==> src/rtl/key_event_fifo.sv <==
// key_event_fifo: turns debounced key presses into short/long events and
// buffers them in a small first-word-fall-through FIFO with a registered head.
//
// state     | meaning
// ----------+--------------------------------------------------------------
// ST_ARM    | after reset, wait for the key to be released; no events
// ST_IDLE   | no key held; a press pushes the short event
// ST_HELD   | key held, counting towards the long-press threshold
// ST_LONG_DONE | long event already emitted; wait for release (no repeat)
module key_event_fifo #(
  parameter int CODE_W          = 4,
  parameter int DEPTH           = 4,
  parameter int LONG_PRESS_TIME = 1000
) (
  input  logic                     clk,
  input  logic                     rst,
  input  logic                     key_pressed,
  input  logic [CODE_W-1:0]        key_code,
  output logic                     ev_valid,
  input  logic                     ev_ready,
  output logic [CODE_W:0]          ev_data,
  output logic [$clog2(DEPTH):0]   fifo_count,
  output logic                     overflow,
  input  logic                     ovf_clear
);

  localparam int AW     = $clog2(DEPTH);
  localparam int CW     = $clog2(LONG_PRESS_TIME);
  localparam int LAST_I = LONG_PRESS_TIME - 1;
  localparam logic [CW-1:0] CNT_LAST = LAST_I[CW-1:0];
  localparam logic [AW:0]   FULL     = DEPTH[AW:0];

  typedef enum logic [1:0] {ST_ARM, ST_IDLE, ST_HELD, ST_LONG_DONE} state_t;

  state_t            state, state_nxt;
  logic [CW-1:0]     cnt, cnt_nxt, cnt_inc;
  logic [CODE_W-1:0] code_l, code_nxt;
  logic              push_req;
  logic [CODE_W:0]   push_data;

  logic [CODE_W:0]   mem [DEPTH];
  logic [AW-1:0]     wr_ptr, rd_ptr, head_idx;
  logic [AW:0]       count_nxt;
  logic [CODE_W:0]   head_nxt;
  logic              pop, full, push_ok, drop;

  // Hold counter never passes the threshold value.
  assign cnt_inc = (cnt == CNT_LAST) ? cnt : cnt + 1'b1;

  // Next-state logic and event generation; the long event reuses the code
  // latched at the press edge so code changes while held are ignored.
  always_comb begin
    state_nxt = state;
    cnt_nxt   = cnt;
    code_nxt  = code_l;
    push_req  = 1'b0;
    push_data = '0;
    case (state)
      ST_ARM: begin
        if (!key_pressed) state_nxt = ST_IDLE;
      end
      ST_IDLE: begin
        if (key_pressed) begin
          push_req  = 1'b1;
          push_data = {1'b0, key_code};
          cnt_nxt   = '0;
          code_nxt  = key_code;
          state_nxt = ST_HELD;
        end
      end
      ST_HELD: begin
        if (!key_pressed) begin
          state_nxt = ST_IDLE;
        end else begin
          cnt_nxt = cnt_inc;
          if (cnt_inc == CNT_LAST) begin
            push_req  = 1'b1;
            push_data = {1'b1, code_l};
            state_nxt = ST_LONG_DONE;
          end
        end
      end
      ST_LONG_DONE: begin
        if (!key_pressed) state_nxt = ST_IDLE;
      end
      default: state_nxt = ST_ARM;
    endcase
  end

  assign ev_valid = (fifo_count != '0);
  assign pop      = ev_valid & ev_ready;
  assign full     = (fifo_count == FULL);
  // A pop on the same edge frees the slot the push needs.
  assign push_ok  = push_req & (~full | pop);
  assign drop     = push_req & full & ~pop;
  assign head_idx = pop ? rd_ptr + 1'b1 : rd_ptr;

  // Next occupancy and next head word; the head bypasses the memory when the
  // entry being written this edge becomes the new head.
  always_comb begin
    count_nxt = fifo_count;
    if (push_ok && !pop)      count_nxt = fifo_count + 1'b1;
    else if (!push_ok && pop) count_nxt = fifo_count - 1'b1;

    head_nxt = '0;
    if (count_nxt == '0)                      head_nxt = '0;
    else if (push_ok && head_idx == wr_ptr)   head_nxt = push_data;
    else                                      head_nxt = mem[head_idx];
  end

  // FIFO storage; contents are discarded on reset through the pointers.
  always_ff @(posedge clk) begin
    if (push_ok) mem[wr_ptr] <= push_data;
  end

  // FSM, hold counter, pointers, registered head and sticky overflow.
  always_ff @(posedge clk or posedge rst) begin
    if (rst) begin
      state      <= ST_ARM;
      cnt        <= '0;
      code_l     <= '0;
      wr_ptr     <= '0;
      rd_ptr     <= '0;
      fifo_count <= '0;
      ev_data    <= '0;
      overflow   <= 1'b0;
    end else begin
      state      <= state_nxt;
      cnt        <= cnt_nxt;
      code_l     <= code_nxt;
      fifo_count <= count_nxt;
      ev_data    <= head_nxt;
      if (push_ok) wr_ptr <= wr_ptr + 1'b1;
      if (pop)     rd_ptr <= rd_ptr + 1'b1;
      if (drop)           overflow <= 1'b1;
      else if (ovf_clear) overflow <= 1'b0;
    end
  end

endmodule

==> config.mk <==
export PLATFORM = sky130hd
export DESIGN_NAME = key_event_fifo
export DESIGN_NICKNAME = d
export VERILOG_FILES = /design/src/rtl/key_event_fifo.sv
export SDC_FILE = /design/constraint.sdc
export NUM_CORES = 1
export LEC_CHECK = 0
export BUFFER_PORTS_ARGS = -buffer_cell sky130_fd_sc_hd__buf_2
export CAP_MARGIN = 40
export CORE_UTILIZATION = 46
export DETAILED_ROUTE_END_ITERATION = 7
export PLACE_DENSITY = 0.63
export SLEW_MARGIN = 20
export SYNTH_ARGS = -nofsm -noshare
export SYNTH_HDL_FRONTEND = slang
export SYNTH_SLANG_ARGS = --single-unit
==> constraint.sdc <==
create_clock -name clk -period 3 [get_ports clk]
set_input_delay 0 -clock clk [delete_from_list [all_inputs] [get_ports clk]]
set_output_delay 0 -clock clk [all_outputs]
set_load 0.01 [all_outputs]
Yosys cells after proc, flatten, opt, wreduce, memory -nomap -nowiden

Memory sizes are Yosys's and may differ from the RTL's.
Index checks and enable logic that the tools add are counted.

Bitwise logic cells: 7
Mux-type cells: 26
Add/subtract/negate cells: 5
Equal/unequal tests: 11
Reduce and logical (&&, ||, !) cells: 14

Operators by type and width:

| operator              | number |
|---|---|
| $mux 10               | 3 |
| $eq 10x10->1 const B  | 2 |
| $mux 5                | 4 |
| $pmux 10 s2           | 1 |
| $add 10x1->10 const B | 1 |
| $mux 2                | 5 |
| $pmux 5 s2            | 1 |
| $mux 1                | 7 |
| $mux 3                | 2 |
| $ne 2x2->1 const B    | 3 |
| $pmux 2 s3            | 1 |
| $reduce_and 3->1      | 2 |
| $add 2x1->2 const B   | 2 |
| $and 1x1->1           | 4 |
| $eq 2x2->1 const B    | 2 |
| $mux 4                | 1 |
| $reduce_bool 2->1     | 2 |
| $add 3x1->3 const B   | 1 |
| $eq 3x3->1 const B    | 1 |
| $logic_and 1x1->1     | 3 |
| $logic_not 3->1       | 1 |
| $ne 3x3->1 const B    | 1 |
| $reduce_bool 3->1     | 1 |
| $sub 3x1->3 const B   | 1 |
| 9 further kinds       | 11 |

Input port bits: 9
Register bits after elaboration: 29
Memory bits (writable): 20
Output and inout port bits: 10
Memories kept: 1

Memories:

| name | depth | bits a word | rd ports | clocked after Yosys merged registers in | write ports | RTL line | text |
|---|---|---|---|---|---|---|---|
| mem  | 4     | 5           | 1        | 0                                       | 1           | 41       | `logic [CODE_W:0] mem [DEPTH];` |

Depth between registers and ports, before layout

Depth after elaboration: 13
Depth in mapped cells: 11

Worst setup path before layout

Ideal clock, no wire load.

Path type: register to register
From: reg cnt[1]
To: mem mem[0][0] in the netlist's numbering (enable)
Arrival: 2.349 ns
Period minus slack after synthesis: 2.663 ns
Path slack: 0.337 ns
Stages on the path, launching flop included: 10
Library setup time: 0.315 ns
Required time: 2.685 ns
Path through: dfrtp_1 > ha_1 > nand2_1 > or4_1 > a32oi_1 > and4_1 > buf_6 > nor2_4 > nor2b_1 > and2_1

Longest elaborated chain between the ends: 9
Elaborated cells on any way between the ends: 10
Classes of those cells: add/sub: 1; eq/ne: 2; mux: 6; bitwise: 1

RTL lines:

| item                                          | RTL line | text |
|---|---|---|
| start: declaration                            | 36       | `logic [CW-1:0] cnt, cnt_nxt, cnt_inc;` |
| start signal: assignment                      | 129      | `cnt <= cnt_nxt;` |
| $add 10x1->10 or $eq 10x10->1 (tied branches) | 48       | `assign cnt_inc = (cnt == CNT_LAST) ? cnt : cnt + 1'b1;` |
| $mux 10 (*)                                   | 48       |  |
| $eq 10x10->1 (*)                              | 76       | `if (cnt_inc == CNT_LAST) begin` |
| $mux 1 (*)                                    | 76       |  |
| $mux 1 (*)                                    | 72       | `if (!key_pressed) begin` |
| $pmux 1 s2 (*)                                | 58       | `case (state)` |
| $and 1x1->1 (*)                               | 94       | `assign push_ok = push_req & (~full \| pop);` |
| $mux 1 (*)                                    | 113      | `if (push_ok) mem[wr_ptr] <= push_data;` |
| $mux 1 (implied by the code) (*)              | 113      |  |
| end: declaration                              | 41       |  |

Mark *: on every way between the ends. The rest lies on a longest branch, timed or not.

Worst setup path in the final report

From: reg cnt[1]
To: mem mem[2][4] in the netlist's numbering (enable)

Same word-level chain as after synthesis.

==> impl_metrics.tcl <==
set metrics [dict create \
    hold_depth 3 \
    initial_core_util_pct 48.04 \
    setup_viol 0 \
    yosys_register_bits 49 \
    core_area_sq_mm 0.005540 \
    dr_total_vias 1860 \
    async_flop_share_pct 59.18 \
    final.period_utilization_pct 93.81 \
    drive_gt1_share_pct 18.05 \
    crit_chain "ha_1 -> a21boi_0 -> a31oi_1 -> o32ai_1 -> and4_1 -> nor2_4 -> nor2b_1 -> buf_4 -> and2_1" \
    cp_slowest_cell "dfrtp_1" \
    path_clk_slew_ns 0.10 \
    ir_drop_mv 0.3242 \
    cp-start-kind "flop" \
    finalHoldViolations 0 \
    wl_per_cell_um 14.92 \
    max_freq_mhz 355.3 \
    die_h_um 78.06 \
    ctsHoldBuffers 6 \
    yosysTopAreaCell "dfrtp_1" \
    timing.final.ws_setup_ns 0.1858 \
    dr.pass1.iters 4 \
    grt_pass1_vias 1837 \
    status "finished, final reports clean" \
    slew_violations 0 \
    crit_fanout 9 \
    synth.avg_cell_area_sq_um 11.23 \
    busiest_layer "met2" \
    synth-seq-area-share_pct 49.84 \
    fin_worst_skew_ns 0.008071 \
    post-route-util_pct 54.07 \
    slowest_delay_ns 0.47 \
    dieArea_sq_mm 0.006093 \
    end_kind "flop" \
    io_pins 19 \
    cts_resized 0 \
    hold_ws_ns 0.04534 \
    maxCapViolations 0 \
    cts-root-buf "clkbuf_8" \
    power_leakage_nw 1.227 \
    syn_area_sq_mm 0.002661 \
    period_needed_ns 2.814 \
    max_slew_margin_pct 48.20 \
    clk-insertion-delay-late_ns 0.30 \
    use_met1_pct 23.75 \
    grt_util_met3_pct 3.488 \
    drtAntennaViolNets 0 \
    numPortBuffers 18 \
    synth_ff_type "dfrtp_1" \
    core.rowCount 27 \
    hp-class "in -> reg" \
    syn_to_final_growth_pct 12.55 \
    grt-ovfl-total 0 \
    die_w_um 78.06 \
    post-place-ws_ns 0.2031 \
    cts_tree "done" \
    drc 0 \
    rr_worst_depth 9 \
    nets 285 \
    ys_types 51 \
    place.gp.congestion 0.8574 \
    antenna_found_initial 0 \
    synth_enable_flop_cells 20 \
    drtIter0Drc 99 \
    clk_path_buf_depth 2 \
    setup_tns_ns 0 \
    cts_made_buffers 5 \
    grt_usage_pct 18.27 \
    post_cts_buffers 0 \
    yosys_warnings 0 \
    h-tree-depth 2 \
    rsz0062_at_grt "no" \
    yosys-top-cells-area "dfrtp_1, edfxtp_1, ha_1, mux4_2, o21ai_0" \
    synth_top_cell_area_share_pct 27.27 \
    viasPerCell 5.503 \
    synth_cells 237 \
    grtUsageMet2_pct 30.79 \
    grt_pass1_wl_mm 8.549 \
    arrival_ns 2.81 \
    n_antenna_cell 0 \
    synth_nets 257 \
    grt_max_degree 30 \
    path_class "reg -> reg" \
    drt_wl_total_mm 5.044 \
    cp_data_required_time_ns 2.99 \
    pwr_density_cell_mw_per_mm2 827.0 \
    tightest_slew_ns 0.7714 \
    hpwlAfterDp_mm 3.704 \
    cts_sinks 49 \
]
==> cells by family after synthesis <==
group / after synthesis / share of synthesized area (%)
AND/OR/NAND/NOR: 69 / 13.54
AO/OA/AOI/OAI: 56 / 13.63
flip-flops: 49 / 49.84
buffers and inverters: 26 / 4.278
multiplexers: 19 / 10.20
adder cells (fa/ha/maj): 11 / 5.172
XOR/XNOR: 7 / 3.338
==> cells in the final DEF (no fill, tap or decap), drive strengths merged, types with 2 or more instances in the layout <==
| master | instances |
|---|---|
| nand4 | 4 |
| a21oi | 8 |
| nand2b | 2 |
| xnor3 | 2 |
| o21ai | 21 |
| mux4 | 6 |
| xnor2 | 4 |
| clkinvlp | 2 |
| o31ai | 2 |
| mux2 | 5 |
| a22o | 4 |
| nor2 | 17 |
| inv | 17 |
| nand2 | 17 |
| nand4b | 2 |
| edfxtp | 20 |
| a31oi | 4 |
| ha | 11 |
| buf | 25 |
| mux2i | 8 |
| nand3 | 4 |
| a21boi | 2 |
| o22ai | 2 |
| and3 | 4 |
| clkbuf | 5 |
| dlygate4sd3 | 6 |
| nor3 | 4 |
| and2 | 8 |
| dfrtp | 29 |
==> area by class of cell <==
| type | count | area (sq um) |
|---|---|---|
| inverter | 16 | 60.06 |
| tap | 72 | 90.09 |
| clock inverter | 3 | 26.28 |
| timing repair buffer | 31 | 202.7 |
| fill | 489 | 2545 |
| clock buffer | 5 | 68.82 |
| sequential | 49 | 1326 |
| multi-input combinational | 162 | 1221 |
==> per-layer routing <==
layer / vias up / wire length [um]
li1: 925 / -
met1: 898 / 2307
met2: 29 / 2539
met3: 8 / 118
met4: 0 / 78
met5: - / 0
==> sequential cells by signal, indices dropped and copies added, names as in the netlist <==
name	cells
state	2
ev_data	5
code_l	4
cnt	10
fifo_count	3
mem	20
overflow	1
rd_ptr	2
wr_ptr	2
==> path summary, 6_finish.rpt <==
| check | start | slack [ns] | to |
|---|---|---|---|
| min in group asynchronous | rst | 0.31 | overflow |
| worst max register to register | cnt[1] | 0.19 | mem[2][4] |
| worst min register to register | code_l[2] | 0.51 | code_l[2] |
| worst min-delay path | key_pressed | 0.05 | state[1] |
| max in group asynchronous | rst | 2.41 | cnt[0] |
| worst max-delay path | cnt[1] | 0.19 | mem[2][4] |
==> through the flow <==
stage	power, mW	std cells	instance area, sq um
after floorplan	1.838	237	2661
after global placement	2.070	324	2840
after detailed placement	2.092	324	2840
after CTS	2.503	338	2995
after global routing	2.685	338	2995
final	2.477	338	2995
==> synth_stat cells, types with 2 or more instances <==
| library cell | instances |
|---|---|
| a21boi_0 | 2 |
| nand3_1 | 4 |
| edfxtp_1 | 20 |
| nand4b_1 | 2 |
| xnor2_1 | 4 |
| xnor3_1 | 2 |
| dfrtp_1 | 29 |
| ha_1 | 11 |
| o22ai_1 | 2 |
| and3_1 | 4 |
| nor3_1 | 4 |
| a21oi_1 | 8 |
| clkbuf_1 | 6 |
| mux4_2 | 6 |
| inv_1 | 16 |
| nand2_1 | 17 |
| nand4_1 | 4 |
| a22o_1 | 4 |
| buf_6 | 2 |
| o21ai_0 | 21 |
| nor2_1 | 16 |
| mux2_2 | 5 |
| a31oi_1 | 4 |
| nand2b_1 | 2 |
| and2_1 | 8 |
| o31ai_1 | 2 |
| mux2i_1 | 8 |
==> worst max-delay path, delay by kind of cell, from the launching register on <==
family / cells / cell delay (ns)
compound gates: 3 / 0.81
fa+ha+maj: 1 / 0.30
buf+inv: 1 / 0.14
flops: 1 / 0.47
simple gates: 4 / 0.79
==> where the power goes <==
| part | leakage (nW) | total, mW | switching [mW] | internal, mW |
|---|---|---|---|---|
| combinational | 0.638 | 1.09 | 0.544 | 0.550 |
| clock | 0.0423 | 0.407 | 0.238 | 0.170 |
| sequential | 0.546 | 0.976 | 0.111 | 0.865 |
Note: power is estimated with default switching activity, not from simulation.
